===== src/rtl/tmds_pkg.sv =====
// Shared TMDS definitions: control tokens, lock states and symbol helpers.
// Pure combinational helpers; no latency, no flow control.
package tmds_pkg;

  localparam logic [9:0] CTRL_TOKEN_00 = 10'b1101010100;
  localparam logic [9:0] CTRL_TOKEN_01 = 10'b0010101011;
  localparam logic [9:0] CTRL_TOKEN_10 = 10'b0101010100;
  localparam logic [9:0] CTRL_TOKEN_11 = 10'b1010101011;

  typedef enum logic [1:0] {
    SEARCH = 2'd0,
    SLIP   = 2'd1,
    LOCKED = 2'd2
  } lock_state_t;

  function automatic logic is_ctrl_token(input logic [9:0] sym);
    return (sym == CTRL_TOKEN_00) || (sym == CTRL_TOKEN_01) ||
           (sym == CTRL_TOKEN_10) || (sym == CTRL_TOKEN_11);
  endfunction

  function automatic logic [1:0] ctrl_value(input logic [9:0] sym);
    logic [1:0] val;
    case (sym)
      CTRL_TOKEN_01: val = 2'b01;
      CTRL_TOKEN_10: val = 2'b10;
      CTRL_TOKEN_11: val = 2'b11;
      default:       val = 2'b00;
    endcase
    return val;
  endfunction

  // Undo the optional inversion (bit 9), then the XOR/XNOR transition chain (bit 8).
  function automatic logic [7:0] decode_data(input logic [9:0] sym);
    logic [7:0] q;
    logic [7:0] d;
    q    = sym[9] ? ~sym[7:0] : sym[7:0];
    d    = '0;
    d[0] = q[0];
    for (int i = 1; i < 8; i++) begin
      d[i] = sym[8] ? (q[i] ^ q[i-1]) : ~(q[i] ^ q[i-1]);
    end
    return d;
  endfunction

  // Ones minus zeros of a 10-bit symbol: 2*popcount - 10.
  function automatic logic signed [4:0] sym_disparity(input logic [9:0] sym);
    logic [3:0]        ones;
    logic signed [5:0] diff;
    ones = '0;
    for (int i = 0; i < 10; i++) begin
      ones = ones + {3'b000, sym[i]};
    end
    diff = $signed({1'b0, ones, 1'b0}) - 6'sd10;
    return diff[4:0];
  endfunction

endpackage


===== src/rtl/tmds_symbol_decode.sv =====
// Two-stage symbol datapath: stage 1 registers and classifies the symbol, stage 2 registers outputs.
// Latency 2 cycles; no backpressure, one symbol accepted every cycle.
module tmds_symbol_decode
  import tmds_pkg::*;
(
  input  logic              clk_pix,
  input  logic              rst_pix_n,
  input  logic [9:0]        tmds_in,
  input  logic              out_en,
  input  logic              err_in,
  output logic              sym_vld,
  output logic              sym_ctrl,
  output logic [1:0]        sym_ctrl_val,
  output logic signed [4:0] sym_disp,
  output logic [7:0]        data_out,
  output logic [1:0]        ctrl_out,
  output logic              de,
  output logic              err_disp
);

  logic [9:0] sym;

  always_ff @(posedge clk_pix) begin
    if (!rst_pix_n) begin
      sym_vld      <= 1'b0;
      sym          <= '0;
      sym_ctrl     <= 1'b0;
      sym_ctrl_val <= '0;
      sym_disp     <= '0;
      data_out     <= '0;
      ctrl_out     <= '0;
      de           <= 1'b0;
      err_disp     <= 1'b0;
    end else begin
      sym_vld      <= 1'b1;
      sym          <= tmds_in;
      sym_ctrl     <= is_ctrl_token(tmds_in);
      sym_ctrl_val <= ctrl_value(tmds_in);
      sym_disp     <= sym_disparity(tmds_in);
      err_disp     <= err_in;
      // out_en is the lock state being registered this edge, so outputs and locked move together.
      if (!out_en) begin
        data_out <= '0;
        ctrl_out <= '0;
        de       <= 1'b0;
      end else if (sym_ctrl) begin
        ctrl_out <= sym_ctrl_val;
        de       <= 1'b0;
      end else if (sym_vld) begin
        data_out <= decode_data(sym);
        de       <= 1'b1;
      end else begin
        de       <= 1'b0;
      end
    end
  end

endmodule


===== src/rtl/tmds_decoder_dvi.sv =====
// One DVI TMDS channel decoder with token-based alignment lock and running-disparity check.
// Latency 2 cycles tmds_in to outputs; no backpressure, bitslip is a one-cycle request.
module tmds_decoder_dvi
  import tmds_pkg::*;
#(
  parameter int unsigned LOCK_TOKENS   = 16,
  parameter int unsigned SEARCH_CYCLES = 2048,
  parameter int unsigned SLIP_WAIT     = 8,
  parameter int unsigned DISP_LIMIT    = 16
) (
  input  logic        clk_pix,
  input  logic        rst_pix_n,
  input  logic [9:0]  tmds_in,
  output logic [7:0]  data_out,
  output logic [1:0]  ctrl_out,
  output logic        de,
  output logic        locked,
  output logic        bitslip,
  output logic        err_disp,
  output logic [15:0] err_count
);

  localparam int unsigned RUN_W  = $clog2(LOCK_TOKENS + 1);
  localparam int unsigned IDLE_W = $clog2(SEARCH_CYCLES + 1);
  localparam int unsigned WAIT_W = $clog2(SLIP_WAIT + 1);
  localparam logic signed [8:0] LIM = 9'(DISP_LIMIT);

  logic              sym_vld;
  logic              sym_ctrl;
  logic [1:0]        sym_ctrl_val;
  logic signed [4:0] sym_disp;

  lock_state_t       state;
  logic [RUN_W-1:0]  ctrl_run;
  logic [IDLE_W-1:0] idle_cnt;
  logic [WAIT_W-1:0] wait_cnt;
  logic signed [7:0] acc;

  logic              tok;
  logic              dat;
  logic              run_hit;
  logic              idle_hit;
  logic              lock_nxt;
  logic              err_hit;
  logic [RUN_W-1:0]  run_inc;
  logic [IDLE_W-1:0] idle_inc;
  logic signed [8:0] disp_sum;

  tmds_symbol_decode u_decode (
    .clk_pix      (clk_pix),
    .rst_pix_n    (rst_pix_n),
    .tmds_in      (tmds_in),
    .out_en       (lock_nxt),
    .err_in       (err_hit),
    .sym_vld      (sym_vld),
    .sym_ctrl     (sym_ctrl),
    .sym_ctrl_val (sym_ctrl_val),
    .sym_disp     (sym_disp),
    .data_out     (data_out),
    .ctrl_out     (ctrl_out),
    .de           (de),
    .err_disp     (err_disp)
  );

  always_comb begin
    tok      = sym_vld & sym_ctrl;
    dat      = sym_vld & ~sym_ctrl;
    run_inc  = ctrl_run + RUN_W'(1);
    idle_inc = idle_cnt + IDLE_W'(1);
    run_hit  = tok && (run_inc == RUN_W'(LOCK_TOKENS));
    // Only data symbols can hit the timeout, so a token on the limit cycle always wins.
    idle_hit = dat && (idle_inc == IDLE_W'(SEARCH_CYCLES));
    lock_nxt = ((state == SEARCH) && run_hit) || ((state == LOCKED) && !idle_hit);
    disp_sum = $signed({acc[7], acc}) + $signed({{4{sym_disp[4]}}, sym_disp});
    err_hit  = (state == LOCKED) && dat && ((disp_sum > LIM) || (disp_sum < -LIM));
  end

  always_ff @(posedge clk_pix) begin
    if (!rst_pix_n) begin
      state    <= SEARCH;
      ctrl_run <= '0;
      idle_cnt <= '0;
      wait_cnt <= '0;
      bitslip  <= 1'b0;
      locked   <= 1'b0;
    end else begin
      bitslip <= 1'b0;
      locked  <= lock_nxt;
      case (state)
        SEARCH: begin
          if (tok) begin
            idle_cnt <= '0;
            if (run_hit) begin
              state    <= LOCKED;
              ctrl_run <= '0;
            end else begin
              ctrl_run <= run_inc;
            end
          end else if (dat) begin
            ctrl_run <= '0;
            if (idle_hit) begin
              state    <= SLIP;
              bitslip  <= 1'b1;
              idle_cnt <= '0;
              wait_cnt <= '0;
            end else begin
              idle_cnt <= idle_inc;
            end
          end
        end
        SLIP: begin
          // Symbols seen here are from the old alignment; ignore them until the deserializer settles.
          if (wait_cnt == WAIT_W'(SLIP_WAIT - 1)) begin
            state    <= SEARCH;
            wait_cnt <= '0;
            ctrl_run <= '0;
            idle_cnt <= '0;
          end else begin
            wait_cnt <= wait_cnt + WAIT_W'(1);
          end
        end
        LOCKED: begin
          if (tok) begin
            idle_cnt <= '0;
          end else if (dat) begin
            if (idle_hit) begin
              state    <= SEARCH;
              idle_cnt <= '0;
              ctrl_run <= '0;
            end else begin
              idle_cnt <= idle_inc;
            end
          end
        end
        default: begin
          state    <= SEARCH;
          ctrl_run <= '0;
          idle_cnt <= '0;
          wait_cnt <= '0;
        end
      endcase
    end
  end

  always_ff @(posedge clk_pix) begin
    if (!rst_pix_n) begin
      acc       <= '0;
      err_count <= '0;
    end else begin
      if ((state != LOCKED) || tok || err_hit) begin
        acc <= '0;
      end else if (dat) begin
        acc <= disp_sum[7:0];
      end
      if (err_hit && (err_count != 16'hFFFF)) begin
        err_count <= err_count + 16'd1;
      end
    end
  end

endmodule


===== config.mk =====
export PLATFORM = sky130hd
export DESIGN_NAME = tmds_decoder_dvi
export DESIGN_NICKNAME = d
export VERILOG_FILES = /design/src/rtl/tmds_pkg.sv /design/src/rtl/tmds_symbol_decode.sv /design/src/rtl/tmds_decoder_dvi.sv
export SDC_FILE = /design/constraint.sdc
export NUM_CORES = 1
export LEC_CHECK = 0
export CAP_MARGIN = 20
export CORE_MARGIN = 2
export CORE_UTILIZATION = 34
export CTS_CLUSTER_DIAMETER = 100
export CTS_CLUSTER_SIZE = 25
export DETAILED_ROUTE_END_ITERATION = 6
export PLACE_DENSITY_LB_ADDON = 0.1
export SYNTH_ARGS = -nofsm -noshare
export SYNTH_HDL_FRONTEND = slang
export SYNTH_SLANG_ARGS = --single-unit
export TNS_END_PERCENT = 30

===== constraint.sdc =====
create_clock -name clk_pix -period 4.7 [get_ports clk_pix]
set_input_delay 0.705 -clock clk_pix [delete_from_list [all_inputs] [get_ports clk_pix]]
set_output_delay 0.705 -clock clk_pix [all_outputs]
set_load 0.02 [all_outputs]

==> results of run 1 <==
metal layers:
metal | routed length (um) | vias up | part of all wire | GRT usage
li1 | - | 1837 | - | -
met4 | 134 | 0 | 0.013 | 0.0520
met3 | 510 | 10 | 0.050 | 0.0494
met2 | 4700 | 63 | 0.46 | 0.239
met5 | 0 | - | 0 | 0
met1 | 4920 | 1720 | 0.48 | 0.194
placed cells by master, fill, tap and decap left out, types with 8 or more instances in the layout:
cell type,instances
a21oi_1,24
inv_1,19
nand3_1,24
nor3_1,11
nand2b_1,10
nand4_1,12
o21ai_0,10
ha_1,19
xnor2_1,18
or3_1,8
nor2_1,44
and2_1,8
nand2_1,49
clkbuf_16,9
and3_1,11
mux2i_1,8
clkdlybuf4s50_1,41
dfxtp_1,78
state kept, by name (all words and copies together), names as in the netlist, 2 cells and up:
signal	flops
u_decode.sym_disp	4
u_decode.sym	10
ctrl_run	5
acc	7
idle_cnt	12
wait_cnt	4
u_decode.ctrl_out	2
err_count	16
u_decode.sym_ctrl_val	2
state	2
u_decode.data_out	8
worst max-delay path, cell delays in order:
cell             delay, ns
clkdlybuf4s50_1       0.48
inv_1                 0.06
ha_1                  0.28
inv_1                 0.06
fa_1                  0.43
fa_1                  0.51
fa_1                  0.43
fa_1                  0.43
fa_1                  0.40
xor2_1                0.18
a21oi_1               0.15
xnor2_1               0.13
nor2_1                0.05
layout make-up:
| type | count | area share |
|---|---|---|
| flip-flops and latches | 78 | 0.294 |
| multi-input cells | 370 | 0.503 |
| clock buffers | 9 | 0.0424 |
| inverters | 20 | 0.0141 |
| repair buffers | 45 | 0.0829 |
| clock inverters | 7 | 0.0226 |
| well taps | 172 | 0.0405 |
cells by family after synthesis:
group           after synthesis  share of synthesized area
simple gates                222                      0.271
mux                           8                     0.0182
xor+xnor                     24                     0.0477
compound gates               90                      0.184
fa+ha+maj                    26                     0.0857
flops                        78                      0.354
buf+inv                      42                     0.0397
worst paths after layout:
check             startpoint                   end  depth (start not counted)  slack, ns
setup reg to reg      acc[1]                acc[3]                         10       1.63
hold / removal        acc[7]                acc[7]                          2       0.46
setup / recovery  tmds_in[0]  u_decode.sym_disp[4]                         13       0.63
hold reg to reg       acc[7]                acc[7]                          2       0.46
power breakdown:
group          switching [W]  internal, W  leakage, nW  total, W
clock network       0.000303     0.000522        0.166  0.000825
logic               0.000232     0.000151         1.13  0.000383
registers          0.0000175     0.000681        0.633  0.000699
total               0.000552      0.00135         1.93   0.00191
per-stage QoR:
stage	cell area [sq um]	util	setup WS, ns	hold WS (ns)
after floorplan	4410	-	0.911	0.440
after global placement	4970	0.394	0.311	0.451
after detailed placement	4970	0.394	0.256	0.457
after CTS	5310	0.421	0.619	0.466
after global routing	5310	0.421	0.448	0.492
final	5310	0.421	0.630	0.465
==> run_results.csv, run 1 <==
group,metric,value,unit
synth,yosysTopAreaCell,"dfxtp_1",
setup_path,required,4.92,ns
setup_path,critPathArrivalTime,4.29,ns
clocking,cts_num_sinks,78,
timing,period_share,0.866,
outcome,status,"finished, final reports clean",
grt,grt_max_degree,39,
grt,grtUsageTotal,0.151,
clocking,cts-resized-gates,0,
synth,syn-cell-area,4410,sq um
timing,drv_slew,0,
power_and_ir_drop,ir_drop,0.190,mV
synth,syn_inst,490,
detailed_routing,drt-vias-per-instance,5.18,
layout,syn2layout_area_growth,20.5,%
clocking,clockBufferDepth,2,
layout,stdcell_count,701,
floorplanning,die_area,13900,sq um
floorplanning,start_util,0.349,
layout,fillCellCount,1285,
synth,synth_seq_area_share,0.354,
placed_design,globalplace.congestion,0.771,
synth,synth_cell_type_count,65,
placed_design,placed_cells,685,
synth,synth.area.top_cells,"dfxtp_1 35%, ha_1 5.4%, nand2_1 4.2%",
layout,multi_input_area,2670,sq um
synth,synth_edf_count,0,
timing,skew,0.00838,ns
synth,synth_ff_type,"dfxtp_1",
synth,async_reset_ff_frac,0,
grt,grt_pass1_wl,17000,um
timing,clock.fmax,246,MHz
timing,fin_crit,4.07,ns
timing,setup_violations,0,
detailed_routing,ant_nets,0,
clocking,clock-root-buffer,"clkbuf_16",
layout,drive_gt1_frac,0.0832,
placed_design,dp_hpwl,7290,um
floorplanning,rows,41,
setup_path,critPathKind,"in -> reg",
synth,syn_area_per_cell,9.00,sq um
timing,rsz0062_at_grt,"no",
floorplanning,die_x,118,um
synth,synth.most_common_cell,"dfxtp_1",
detailed_routing,drc,0,
power_and_ir_drop,p_per_area,359,nW/um^2
floorplanning,fp.dieH,118,um
grt,grt-ovfl-total,0,
grt,antenna_found_initial,0,
synth,yosys-top-cells-count,"78 x dfxtp_1, 49 x nand2_1, 44 x nor2_1",
synth,synth_top_cell_area_share,0.354,
detailed_routing,wire_per_inst,14.6,um
layout,nNetsFinal,562,
layout,seq_area,1560,sq um
hold_path,holdCritPathClass,"reg -> reg",
clocking,cts_tree,"done",
timing,slew_headroom,0.351,
layout,diodes,0,
synth,synth-warning-count,0,
setup_path,start_kind,"input pin",
clocking,cts.clk_slew.worst_paths,0.06,ns
power_and_ir_drop,power_leakage,1.93,nW
detailed_routing,drt_iter0_drc,138,
clocking,post_cts_buffers,0,
floorplanning,core_area,12600,sq um
synth,ys_seq_elements,78,
synth,synth_nets,528,
detailed_routing,wirelength,10300,um
timing,tns,0,ns
grt,grt_pass1_vias,3418,
flow_run,drv_cap,0,
clocking,cts_buffers,9,
clocking,clock_latency,0.35,ns
detailed_routing,vias,3630,
placed_design,numPortBuffers,41,
timing,hold_viol_final,0,
timing,tightestPinTransition,0.970,ns
setup_path,worstSetupEndpointType,"register",
power_and_ir_drop,total_power,0.00191,W
setup_path,worstPathMaxFanout,2,
floorplanning,ios,42,
clocking,cts_hold_buf,0,
clocking,cts_max_level,3,
detailed_routing,drt_pre_antenna_iters,4,
(Power assumes the default switching activity.)
==> inputs of run 2 (changes only) <==
ABC_AREA = 1   (was unset)
CELL_PAD_IN_SITES_DETAIL_PLACEMENT = 1   (was unset)
CELL_PAD_IN_SITES_GLOBAL_PLACEMENT = 1   (was unset)
==> run 2 against run 1 <==
  * Sequential share of layout area rose by 0.71 points
  * Worst hold slack got worse by 0.0076 ns
  * Largest cell class unchanged
  * Clock skew fell by 0.0031 ns
  * Via count rose by 7.8%
==> run_results.csv, run 2 <==
group,metric,value,unit
layout,layout_common_cells,"173 x nand2_1, 78 x dfxtp_1, 75 x inv_1",
grt,grt_max_degree,25,
outcome,status,"finished, final reports clean",
detailed_routing,wire_per_inst,13.1,um
power_and_ir_drop,power_switching,0.000476,W
timing,hold_viol_final,0,
synth,synth_ff_type,"dfxtp_1",
floorplanning,ios,42,
synth,ys_seq_elements,78,
synth,synth_cell_type_count,37,
timing,clock.fmax,238,MHz
placed_design,globalplace.congestion,0.807,
clocking,clock_latency,0.34,ns
setup_path,worstSetupEndpointType,"register",
floorplanning,die_x,117,um
timing,drv_slew,0,
setup_path,critPathArrivalTime,4.41,ns
hold_path,min_to,"u_decode.ctrl_out[1]",
detailed_routing,vias,3914,
floorplanning,start_util,0.345,
grt,grt_pass1_vias,3976,
clocking,cts_max_level,3,
layout,diodes,0,
clocking,cts_hold_buf,0,
floorplanning,fp.dieH,117,um
timing,tightestPinTransition,0.997,ns
detailed_routing,drt_iter0_drc,87,
clocking,cts-resized-gates,0,
timing,fin_crit,4.20,ns
setup_path,worstPathMaxFanout,3,
synth,synth_seq_area_share,0.361,
grt,grt-ovfl-total,0,
synth,async_reset_ff_frac,0,
clocking,cts_buffers,9,
clocking,cts.clk_slew.worst_paths,0.06,ns
timing,period_share,0.893,
power_and_ir_drop,internal_power,0.00124,W
grt,antenna_found_initial,0,
timing,skew,0.00532,ns
synth,syn_area_per_cell,7.12,sq um
synth,synth_edf_count,0,
layout,layout_commonest_cell,"nand2_1",
detailed_routing,drc,0,
power_and_ir_drop,seq_power_share,0.410,
floorplanning,core_area,12500,sq um
grt,grtUsageTotal,0.169,
power_and_ir_drop,clockPowerShare,0.423,
layout,top_register,"err_count",
layout,largest_register_ff_count,16,
clocking,clockBufferDepth,2,
timing,slew_headroom,0.331,
synth,synth.area.top_cells,"dfxtp_1 36%, nand2_1 15%, inv_1 6.5%",
setup_path,r2r-end,"err_count[5]",
grt,grt_pass1_wl,18300,um
synth,yosysTopAreaCell,"dfxtp_1",
clocking,cts_num_sinks,78,
setup_path,setup.worst_path.start,"tmds_in[0]",
clocking,clock-root-buffer,"clkbuf_16",
power_and_ir_drop,power_frac_comb,0.167,
placed_design,dp_hpwl,8120,um
hold_path,hp-start,"u_decode.sym_ctrl_val[1]",
layout,syn2layout_area_growth,19.9,%
detailed_routing,wirelength,10800,um
timing,tns,0,ns
timing,rsz0062_at_grt,"no",
flow_run,drv_cap,0,
hold_path,holdPathStages,2,
synth,synth_top_cell_area_share,0.361,
timing,setup_violations,0,
power_and_ir_drop,switching_share,0.278,
placed_design,numPortBuffers,41,
synth,synth-warning-count,0,
setup_path,required,4.92,ns
floorplanning,die_area,13600,sq um
detailed_routing,drt_pre_antenna_iters,4,
setup_path,reg2reg_depth,13,
power_and_ir_drop,p_per_area,330,nW/um^2
clocking,post_cts_buffers,0,
synth,synth.most_common_cell,"nand2_1",
layout,drive_gt1_frac,0.0844,
clocking,cts_tree,"done",
detailed_routing,drt-vias-per-instance,4.75,
power_and_ir_drop,ir_drop,0.132,mV
synth,syn-cell-area,4320,sq um
layout,nNetsFinal,685,
synth,syn_inst,607,
detailed_routing,ant_nets,0,
power_and_ir_drop,total_power,0.00171,W
layout,top_regs,"err_count x16, idle_cnt x12, u_decode.sym x10",
setup_path,reg2reg_slack,1.79,ns
synth,synth_nets,645,
synth,yosys-top-cells-count,"173 x nand2_1, 78 x dfxtp_1, 75 x inv_1",
power_and_ir_drop,power_leakage,2.25,nW
hold_path,holdCritPathClass,"reg -> reg",
setup_path,start_kind,"input pin",
setup_path,reg2reg_from,"u_decode.sym_disp[1]",
floorplanning,rows,41,
setup_path,critPathKind,"in -> reg",
## run 2: cell types whose count changed after synthesis, sizes merged, moves of 10 or more
cell | previous run | this run
a21oi | 25 | 47
and3 | 11 | 0
inv | 19 | 82
nand2 | 49 | 182
nand2b | 10 | 0
nor2 | 44 | 66
xnor2 | 18 | 6
## run 2: worst max-delay path by stage
stage / slack (ns) / to / cells after the start
floorplan: 0.94 / u_decode.sym_disp[3] / 11
global placement: 0.31 / u_decode.sym_disp[4] / 13
detailed placement: 0.15 / u_decode.sym_disp[4] / 13
CTS: 0.53 / u_decode.sym_disp[4] / 13
global route: 0.35 / u_decode.sym_disp[4] / 13
finish: 0.50 / u_decode.sym_disp[4] / 13
## run 2: kinds of logic after synthesis
family	Yosys count	share of synthesized area
adders and majority gates	26	0.0874
buffers and inverters	97	0.0926
AOI/OAI and AO/OA	73	0.0978
xor gates and xnor gates	19	0.0385
and+or+nand+nor	313	0.320
muxes	1	0.00231
DFF	78	0.361
## run 2: per-layer routing
metal | vias to the layer above | part of all wire | track usage
met4 | 0 | 0.013 | 0.0557
met1 | 1866 | 0.49 | 0.218
met2 | 34 | 0.47 | 0.282
met3 | 11 | 0.025 | 0.0391
li1 | 2003 | - | -
met5 | - | 0 | 0
## run 2: power by group through the flow
stage	combinational [W]	sequential (W)	clock, W
finish	0.000287	0.000703	0.000724
global route	0.000331	0.000706	0.000775
CTS	0.000292	0.000703	0.000752
detailed placement	0.000288	0.000718	0
global placement	0.000270	0.000719	0
floorplan	0.000214	0.000711	0
## run 2: final cells by class
| cell class | instances | area (sq um) |
|---|---|---|
| Clock inverter | 4 | 53.8 |
| Clock buffer | 12 | 256 |
| Fill cell | 1610 | 7330 |
| Tap cell | 172 | 215 |
| Sequential cell | 78 | 1560 |
| Timing Repair Buffer | 43 | 425 |
| Multi-Input combinational cell | 432 | 2360 |
| Inverter | 83 | 312 |
## run 2: worst max-delay path, cell delays in order
cell             delay [ns]
clkdlybuf4s50_1        0.50
inv_1                  0.05
ha_1                   0.29
inv_1                  0.08
fa_1                   0.43
fa_1                   0.53
fa_1                   0.43
fa_1                   0.42
fa_1                   0.39
xor2_1                 0.22
a21oi_1                0.09
o21ai_0                0.21
a21oi_1                0.06
## run 2: stage by stage
stage / cells / hold slack (ns) / instance area [sq um] / setup slack [ns] / util
2_1_floorplan: 607 / 0.419 / 4320 / 0.942 / -
3_3_place_gp: 808 / 0.443 / 4880 / 0.312 / 0.390
3_5_place_dp: 808 / 0.442 / 4880 / 0.150 / 0.390
4_1_cts: 824 / 0.455 / 5190 / 0.526 / 0.414
5_1_grt: 824 / 0.466 / 5190 / 0.350 / 0.414
6_report: 824 / 0.457 / 5190 / 0.504 / 0.414
==> inputs of run 3 (changes only) <==
CORE_UTILIZATION = 40   (was 34)
PLACE_DENSITY = 0.77   (was unset)
PLACE_DENSITY_LB_ADDON = unset   (was 0.1)
==> run 3 against run 2 <==
  * Critical path depth did not move
  * Routed wire length down 2.4%
  * Largest power group is now registers
  * Clock power fell by 27%
  * Clock skew up 0.0042 ns
  * Highest routed layer unchanged
  * Global-route usage up 2.8 points
  * Final cell count is 4.2% lower
  * Worst setup slack improved by 0.057 ns
  * Worst hold slack improved by 0.0061 ns
  * Sequential power barely moved
  * Register-to-register slack hardly changed
  * Maximum frequency is 1.4% higher
  * Combinational power barely moved
==> run_results.csv, run 3 (synthesized netlist as in run 2, its figures left out) <==
group,metric,value,unit
hold_path,min_to,"u_decode.ctrl_out[0]",
timing,period_share,0.881,
clocking,clock-root-buffer,"clkbuf_8",
clocking,cts_tree,"done",
layout,stdcell_count,789,
timing,fin_crit,4.14,ns
layout,final_util,0.485,
timing,tightestPinTransition,0.949,ns
clocking,cts_num_sinks,78,
detailed_routing,drt_iter0_drc,90,
clocking,post_cts_buffers,0,
detailed_routing,drt-vias-per-instance,4.96,
detailed_routing,drt_pre_antenna_iters,4,
setup_path,reg2reg_depth,13,
hold_path,holdPathStages,2,
power_and_ir_drop,ir_drop,0.166,mV
setup_path,worstSetupEndpointType,"register",
power_and_ir_drop,p_per_area,302,nW/um^2
hold_path,hp-start,"u_decode.sym_ctrl_val[0]",
floorplanning,core_area,10400,sq um
grt,grt_max_degree,26,
layout,layout_commonest_cell,"nand2_1",
grt,grt_pass1_vias,4055,
layout,drive_gt1_frac,0.0873,
hold_path,holdCritPathClass,"reg -> reg",
outcome,status,"finished, final reports clean",
placed_design,dp_hpwl,7950,um
setup_path,cpPeakStageDelay,0.53,ns
setup_path,reg2reg_from,"u_decode.sym_disp[1]",
clocking,cts.clk_slew.worst_paths,0.09,ns
power_and_ir_drop,total_power,0.00153,W
timing,setup_violations,0,
setup_path,crit_path_frequent_cell,"fa_1",
detailed_routing,wirelength,10600,um
power_and_ir_drop,power_switching,0.000458,W
layout,largest_register_ff_count,16,
placed_design,numPortBuffers,41,
floorplanning,ios,42,
detailed_routing,ant_nets,0,
layout,top_register,"err_count",
timing,tns,0,ns
timing,rsz0062_at_grt,"no",
floorplanning,start_util,0.415,
layout,layout_common_cells,"173 x nand2_1, 78 x dfxtp_1, 75 x inv_1",
placed_design,placed_cells,773,
layout,top_regs,"err_count x16, idle_cnt x12, u_decode.sym x10",
timing,skew,0.00950,ns
setup_path,reg2reg_slack,1.80,ns
setup_path,crit_buf_inv,3,
floorplanning,rows,37,
layout,syn2layout_area_growth,16.7,%
detailed_routing,vias,3913,
placed_design,globalplace.congestion,0.830,
clocking,cts_max_level,3,
setup_path,required,4.95,ns
power_and_ir_drop,power_frac_comb,0.190,
setup_path,crit_path_top_delay_cell,"fa_1",
setup_path,start_kind,"input pin",
power_and_ir_drop,switching_share,0.300,
setup_path,critPathKind,"in -> reg",
floorplanning,die_x,108,um
detailed_routing,wire_per_inst,13.4,um
power_and_ir_drop,clockPowerShare,0.349,
power_and_ir_drop,power_leakage,2.21,nW
timing,clock.fmax,242,MHz
setup_path,r2r-end,"err_count[2]",
timing,hold_viol_final,0,
clocking,clock_latency,0.36,ns
clocking,cts_hold_buf,0,
setup_path,worstPathMaxFanout,3,
flow_run,drv_cap,0,
setup_path,critPathTopFamily,"adder cells",
clocking,cts_buffers,9,
timing,drv_slew,0,
timing,whs,0.463,ns
power_and_ir_drop,seq_power_share,0.461,
timing,slew_headroom,0.363,
floorplanning,die_area,11700,sq um
clocking,clockBufferDepth,2,
grt,antenna_found_initial,0,
setup_path,critical_path.cell_chain,"clkdlybuf4s50_1, inv_1, ha_1, inv_1, fa_1, fa_1, fa_1, fa_1, fa_1, xor2_1, a21oi_1, o21ai_0, a21oi_1",
clocking,cts-resized-gates,0,
floorplanning,fp.dieH,108,um
grt,grtUsageTotal,0.197,
detailed_routing,drc,0,
grt,grt-ovfl-total,0,
power_and_ir_drop,internal_power,0.00107,W
layout,diodes,0,
layout,nNetsFinal,686,
grt,grt_pass1_wl,18500,um
setup_path,critPathArrivalTime,4.39,ns
run 3: cell types whose count changed in the layout (fill, tap and decap cells not counted), sizes merged:
cell	previous run	this run
inv	83	82
clkinvlp	2	3
buf	2	3
clkinv	1	2
clkbuf	12	11
run 3: worst max-delay path by stage:
stage                from              endpoint  cells after the start
2_1_floorplan  tmds_in[0]  u_decode.sym_disp[3]                     11
3_3_place_gp   tmds_in[0]  u_decode.sym_disp[4]                     13
3_5_place_dp   tmds_in[0]  u_decode.sym_disp[4]                     13
4_1_cts        tmds_in[0]  u_decode.sym_disp[4]                     13
5_1_grt        tmds_in[0]  u_decode.sym_disp[4]                     13
6_report       tmds_in[0]  u_decode.sym_disp[4]                     13
run 3: cell type report:
cell class / count / area (sq um)
fill: 1375 / 5370
multi-input combinational: 432 / 2360
clock buffer: 11 / 151
sequential: 78 / 1560
clock inverter: 5 / 57.6
inverter: 83 / 312
tap: 136 / 170
timing repair buffer: 44 / 433
run 3: power by group through the flow:
stage	Combinational (W)	Clock, W	Sequential, W
CTS	0.000293	0.000549	0.000704
global route	0.000333	0.000581	0.000707
finish	0.000290	0.000532	0.000704
floorplan	0.000214	0	0.000711
global placement	0.000267	0	0.000720
detailed placement	0.000289	0	0.000720
run 3: per-layer routing:
layer	vias to the layer above	track usage	share of wire
li1	2011	-	-
met1	1850	0.256	0.50
met2	37	0.327	0.46
met3	15	0.0374	0.021
met4	0	0.0714	0.017
met5	-	0	0
run 3: through the flow:
| stage | worst slack (ns) | area [sq um] |
|---|---|---|
| after floorplan | 0.942 | 4320 |
| after CTS | 0.547 | 5050 |
| after global routing | 0.381 | 5050 |
| after detailed placement | 0.122 | 4840 |
| after global placement | 0.313 | 4840 |
| final | 0.562 | 5050 |
run 3: tightest hold or removal path: stages (launching register included):
cell and delay [ns]:
dfxtp_1 0.31, nand2_1 0.06, a21oi_1 0.06
